## config.mk

```make
export PLATFORM = sky130hd
export DESIGN_NAME = uart_reg_bridge
export DESIGN_NICKNAME = d
export VERILOG_FILES = /design/src/rtl/uart_reg_bridge_pkg.sv /design/src/rtl/uart_reg_bridge.sv
export SDC_FILE = /design/constraint.sdc
export NUM_CORES = 1
export LEC_CHECK = 0
export CAP_MARGIN = 20
export CORE_MARGIN = 10
export CORE_UTILIZATION = 50
export DETAILED_ROUTE_END_ITERATION = 10
export PLACE_DENSITY_LB_ADDON = 0.25
export SYNTH_ARGS = -nofsm -noshare
export SYNTH_HDL_FRONTEND = slang
export SYNTH_SLANG_ARGS = --single-unit
```

## constraint.sdc

```tcl
create_clock -name i_clk -period 2.5 [get_ports i_clk]
set_clock_uncertainty 0.15 [all_clocks]
set_input_delay 0.375 -clock i_clk [delete_from_list [all_inputs] [get_ports i_clk]]
set_output_delay 0.375 -clock i_clk [all_outputs]
set_load 0.05 [all_outputs]
```

## src/rtl/uart_reg_bridge_pkg.sv

```systemverilog
// Shared constants for the UART-to-register-map bridge: command codes,
// default acknowledge byte and the FSM state encoding.
package uart_reg_bridge_pkg;

    localparam logic [7:0] CMD_WRITE        = 8'h57;  // 'W'
    localparam logic [7:0] CMD_READ         = 8'h52;  // 'R'
    localparam logic [7:0] ACK_BYTE_DEFAULT = 8'h4B;  // 'K'

    localparam int STATE_W = 4;

    localparam logic [3:0] ST_IDLE    = 4'd0;
    localparam logic [3:0] ST_CMD_AH  = 4'd1;
    localparam logic [3:0] ST_CMD_AL  = 4'd2;
    localparam logic [3:0] ST_CMD_DH  = 4'd3;
    localparam logic [3:0] ST_CMD_DL  = 4'd4;
    localparam logic [3:0] ST_WR      = 4'd5;
    localparam logic [3:0] ST_RD_SET  = 4'd6;
    localparam logic [3:0] ST_RD_WAIT = 4'd7;
    localparam logic [3:0] ST_RD_CAP  = 4'd8;
    localparam logic [3:0] ST_TX_HI   = 4'd9;
    localparam logic [3:0] ST_TX_LO   = 4'd10;
    localparam logic [3:0] ST_TX_ACK  = 4'd11;

    function automatic logic is_cmd_byte(input logic [7:0] b);
        return (b == CMD_WRITE) || (b == CMD_READ);
    endfunction

endpackage

```

## src/rtl/uart_reg_bridge.sv

```systemverilog
// Byte-framed UART command decoder: 'W' AH AL DH DL writes the register map
// and answers ACK_BYTE; 'R' AH AL reads it and answers with two data bytes.
module uart_reg_bridge
    import uart_reg_bridge_pkg::*;
#(
    parameter int         TIMEOUT_CYC = 50000,
    parameter logic [7:0] ACK_BYTE    = ACK_BYTE_DEFAULT
) (
    input  logic        i_clk,
    input  logic        i_rst_n,
    input  logic [7:0]  i_rx_data,
    input  logic        i_rx_valid,
    output logic [7:0]  o_tx_data,
    output logic        o_tx_valid,
    input  logic        i_tx_ready,
    output logic [15:0] o_addr,
    output logic [15:0] o_wdata,
    output logic        o_wen,
    input  logic [15:0] i_q,
    output logic        o_err
);

    localparam int CNT_W = (TIMEOUT_CYC > 1) ? $clog2(TIMEOUT_CYC) : 1;
    localparam logic [CNT_W-1:0] CNT_LAST = CNT_W'(TIMEOUT_CYC - 1);

    logic [STATE_W-1:0] state_q, state_d;
    logic               is_read_q, is_read_d;
    logic [15:0]        addr_q, addr_d;
    logic [15:0]        wdata_q, wdata_d;
    logic [15:0]        cap_q, cap_d;
    logic [7:0]         tx_data_q, tx_data_d;
    logic               tx_valid_q, tx_valid_d;
    logic               wen_q, wen_d;
    logic               err_q, err_d;
    logic [CNT_W-1:0]   cnt_q, cnt_d;

    logic in_frame;
    logic tx_done;

    assign in_frame = (state_q >= ST_CMD_AH) && (state_q <= ST_CMD_DL);
    assign tx_done  = tx_valid_q && i_tx_ready;

    always_comb begin
        state_d    = state_q;
        is_read_d  = is_read_q;
        addr_d     = addr_q;
        wdata_d    = wdata_q;
        cap_d      = cap_q;
        tx_data_d  = tx_data_q;
        tx_valid_d = tx_valid_q;
        wen_d      = 1'b0;
        err_d      = 1'b0;
        cnt_d      = '0;

        // Inter-byte watchdog; an arriving byte always wins over expiry.
        if (in_frame && !i_rx_valid) begin
            if (cnt_q == CNT_LAST) begin
                state_d = ST_IDLE;
                err_d   = 1'b1;
            end else begin
                cnt_d = cnt_q + 1'b1;
            end
        end

        case (state_q)
            ST_IDLE: begin
                if (i_rx_valid) begin
                    if (is_cmd_byte(i_rx_data)) begin
                        state_d   = ST_CMD_AH;
                        is_read_d = (i_rx_data == CMD_READ);
                    end else begin
                        err_d = 1'b1;
                    end
                end
            end
            ST_CMD_AH: begin
                if (i_rx_valid) begin
                    addr_d[15:8] = i_rx_data;
                    state_d      = ST_CMD_AL;
                end
            end
            ST_CMD_AL: begin
                if (i_rx_valid) begin
                    addr_d[7:0] = i_rx_data;
                    state_d     = is_read_q ? ST_RD_SET : ST_CMD_DH;
                end
            end
            ST_CMD_DH: begin
                if (i_rx_valid) begin
                    wdata_d[15:8] = i_rx_data;
                    state_d       = ST_CMD_DL;
                end
            end
            ST_CMD_DL: begin
                if (i_rx_valid) begin
                    wdata_d[7:0] = i_rx_data;
                    wen_d        = 1'b1;
                    state_d      = ST_WR;
                end
            end
            ST_WR: begin
                tx_data_d  = ACK_BYTE;
                tx_valid_d = 1'b1;
                state_d    = ST_TX_ACK;
            end
            ST_RD_SET:  state_d = ST_RD_WAIT;
            ST_RD_WAIT: state_d = ST_RD_CAP;
            ST_RD_CAP: begin
                // High byte is presented straight from i_q while cap_q loads.
                cap_d      = i_q;
                tx_data_d  = i_q[15:8];
                tx_valid_d = 1'b1;
                state_d    = ST_TX_HI;
            end
            ST_TX_HI: begin
                if (tx_done) begin
                    tx_data_d = cap_q[7:0];
                    state_d   = ST_TX_LO;
                end
            end
            ST_TX_LO, ST_TX_ACK: begin
                if (tx_done) begin
                    tx_valid_d = 1'b0;
                    state_d    = ST_IDLE;
                end
            end
            default: begin
                tx_valid_d = 1'b0;
                state_d    = ST_IDLE;
            end
        endcase
    end

    always_ff @(posedge i_clk or negedge i_rst_n) begin
        if (!i_rst_n) begin
            state_q    <= ST_IDLE;
            is_read_q  <= 1'b0;
            addr_q     <= '0;
            wdata_q    <= '0;
            cap_q      <= '0;
            tx_data_q  <= '0;
            tx_valid_q <= 1'b0;
            wen_q      <= 1'b0;
            err_q      <= 1'b0;
            cnt_q      <= '0;
        end else begin
            state_q    <= state_d;
            is_read_q  <= is_read_d;
            addr_q     <= addr_d;
            wdata_q    <= wdata_d;
            cap_q      <= cap_d;
            tx_data_q  <= tx_data_d;
            tx_valid_q <= tx_valid_d;
            wen_q      <= wen_d;
            err_q      <= err_d;
            cnt_q      <= cnt_d;
        end
    end

    assign o_addr     = addr_q;
    assign o_wdata    = wdata_q;
    assign o_wen      = wen_q;
    assign o_err      = err_q;
    assign o_tx_data  = tx_data_q;
    assign o_tx_valid = tx_valid_q;

endmodule
```

==> impl_metrics.csv <==
group,metric,value,unit
status,status,"finished, final reports clean",
critical_path,cp-start-kind,"flip-flop",
run,cap_violations,0,
logic_synthesis,synth.area.mux_share,13.2,%
timing,worst_slew_pin_slew,0.558,ns
logic_synthesis,synth_top_family_by_area,"simple AND/OR/NAND/NOR gates",
critical_path,cp.required,1.98,ns
placement,port_buffers,70,
critical_path,cpPeakStageDelay,0.85,ns
logic_synthesis,yosysWarnings,0,
critical_path,path_max_fanout,5,
logic_synthesis,netlist_instances,285,
logic_synthesis,synth_largest_area_cell,"dfrtp_1",
clock_tree,cts.clk_slew.worst_paths,0.07,ns
worst_hold_path,whs_path_depth,2,
finish,syn2layout_area_growth,32.1,%
clock_tree,htreeDepth,3,
die,dieWidth,100,um
die,io_pins,71,
die,dieArea,10000,um^2
global_route,grt_pass1_wl,12.7,mm
clock_tree,root_buffer,"clkbuf_8",
die,fp.dieH,100,um
logic_synthesis,synthSimpleGateAreaFrac,15.5,%
timing,grt_setup_unrepaired,"false",
finish,n_fill_cell,474,
logic_synthesis,syn_area_per_cell,11.3,um^2
critical_path,rr_worst_depth,4,
critical_path,r2r_start,"state_q[1]",
critical_path,critPathKind,"flip-flop to primary output",
critical_path,crit_family,"buffers and inverters",
critical_path,crit_chain,"clkdlybuf4s50_1",
global_route,antenna_found_initial,0,
placement,dpl.hpwl,5.32,mm
clock_tree,cts_buffer_depth,2,
timing,relSlewSlack,62.8,%
logic_synthesis,ys_seq_area_share,56.2,%
finish,final_cell_mix,"dfrtp_1, clkdlybuf4s50_1, nand2_1",
timing,hold_violations,0,
logic_synthesis,synth-main-ff-cell,"dfrtp_1",
timing,setup_tns,0,ns
logic_synthesis,ys_types,41,
finish,stdcell_area,4240,um^2
finish,layout-drive-gt1-share,17.1,%
clock_tree,cts_made_buffers,9,
die,rows,29,
route,vias,2353,
global_route,track_usage,15.7,%
timing,fin_crit,2.12,ns
logic_synthesis,synth.top_cell.area_share,56.2,%
worst_hold_path,whs_endpoint,"cap_q[2]",
route,drt_iter0_markers,135,
clock_tree,post_cts_buffers,0,
placement,placed_cell_area,4020,um^2
logic_synthesis,synthArstFlopShare,100,%
placement,pre_cts_ws,0.143,ns
timing,slew_viol_final,0,
pwr,p_per_area,1350,nW/um^2
logic_synthesis,synth_compound_gate_area_share,7.65,%
finish,diodes,0,
finish,nets,393,
finish,finalNonFillerCells,446,
placement,dp_cells,429,
logic_synthesis,synthXorXnorAreaFrac,4.10,%
clock_tree,clk_latency,0.33,ns
logic_synthesis,yosys.area_share.adder,0.390,%
timing,period_share,84.9,%
finish,final_core_util,67.5,%
critical_path,r2r_end,"state_q[0]",
clock_tree,cts.sinks,72,
route,drtPass1Iterations,5,
critical_path,arrival,1.60,ns
critical_path,rrSetupSlack,0.39,ns
timing,setup_viol,0,
worst_hold_path,hp-class,"flip-flop to flip-flop",
pwr,finalPower,5.72,mW
timing,fmax,0.471,GHz
route,drc,0,
pwr,vdd_drop_max,1040,uV
die,core_area,6280,um^2
logic_synthesis,synth_area_leaders,"dfrtp_1, mux2_2, nand2_1",
logic_synthesis,synth_edf_count,0,
route,wl,7.40,mm
critical_path,cp-end-kind,"primary output",
placement,gp_congestion,0.837,
logic_synthesis,syn_area,3210,um^2
global_route,grt_pass1_vias,2571,
route,drtAntennaViolNets,0,
route,via_per_inst,5.28,
global_route,grt_max_degree,52,
finish,layout_commonest_cell,"dfrtp_1",
clock_tree,tritoncts,"built",
route,routedWlPerCell,16.6,um
timing,finalWorstSetupSlack,0.378,ns
global_route,grt.overflow.total,0,
worst_hold_path,min_from,"cap_q[2]",
critical_path,crit_buf_inv,1,
timing,timing.hold.ws,0.332,ns
critical_path,crit_slowest_cell,"clkdlybuf4s50_1",
logic_synthesis,ys_ff_latch,72,
logic_synthesis,syn-num-nets,314,
die,start_util,51.1,%
pwr,p_leak,1.82,nW
[power by group]
part | internal, mW | total, mW | switching (mW)
sequential | 1.60 | 1.89 | 0.295
clock | 0.512 | 0.939 | 0.427
combinational | 1.08 | 2.89 | 1.81
total | 3.19 | 5.72 | 2.53
[routing by layer]
metal	up-vias	GRT usage (%)	routed length [um]
li1	1150	-	-
met1	1145	18.8	3160
met2	52	24.1	3510
met3	6	7.01	631
met4	0	6.20	103
met5	-	0	0
[synth_stat cells, types with 2 or more instances]
| master | instances |
|---|---|
| nor3_1 | 5 |
| nor2b_1 | 4 |
| clkbuf_1 | 4 |
| mux2i_1 | 4 |
| o21ai_0 | 7 |
| xor2_1 | 2 |
| inv_1 | 14 |
| a2bb2oi_1 | 2 |
| buf_2 | 5 |
| nand3_1 | 9 |
| nand2b_1 | 4 |
| xnor2_1 | 13 |
| and3_1 | 3 |
| a22o_1 | 4 |
| a21oi_1 | 3 |
| nor4bb_1 | 4 |
| a31o_2 | 2 |
| nor2_1 | 22 |
| nand4_1 | 4 |
| nand2_1 | 35 |
| nor4_1 | 4 |
| mux2_2 | 34 |
| dfrtp_1 | 72 |
| o22ai_1 | 8 |
[logic make-up (layout without fill, tap and decap cells)]
group / after synthesis / count (layout)
buffers and inverters: 24 / 108
muxes: 38 / 38
adders and majority gates: 1 / 1
and+or+nand+nor: 100 / 100
xor gates and xnor gates: 15 / 15
DFF: 72 / 72
AOI/OAI and AO/OA: 35 / 35
[timing repair]
| item | CTS | global route |
|---|---|---|
| gates resized for setup | 0 | 0 |
| hold endpoints to repair | 21 | 0 |
| hold buffers | 1 | 0 |
[registers in the layout, indices dropped and copies added (netlist names)]
register,cells
state_q,4
o_addr,16
o_tx_valid,1
o_wdata,16
is_read_q,1
o_tx_data,8
cap_q,8
o_wen,1
cnt_q,16
o_err,1
[area by class of cell]
cell class / instances / area (um^2) / area share [%]
multi-input combinational: 189 / 1310 / 30.9
tap: 77 / 96.3 / 2.27
sequential: 72 / 1800 / 42.5
clock inverter: 5 / 55.1 / 1.30
inverter: 14 / 52.6 / 1.24
clock buffer: 11 / 151 / 3.57
timing repair buffer: 78 / 771 / 18.2
[worst max path at each step]
stage | cells past startpoint | slack (ns) | end | start
6_report | 1 | 0.38 | o_tx_valid | o_tx_valid
2_1_floorplan | 4 | 0.46 | o_tx_data[2] | o_tx_valid
3_3_place_gp | 6 | 0.16 | o_wdata[5] | i_rx_valid
4_1_cts | 1 | 0.36 | o_tx_valid | o_tx_valid
3_5_place_dp | 6 | 0.14 | o_wdata[4] | i_rx_valid
5_1_grt | 3 | 0.26 | o_wdata[5] | state_q[1]
Power figures use the tool's default switching activity.
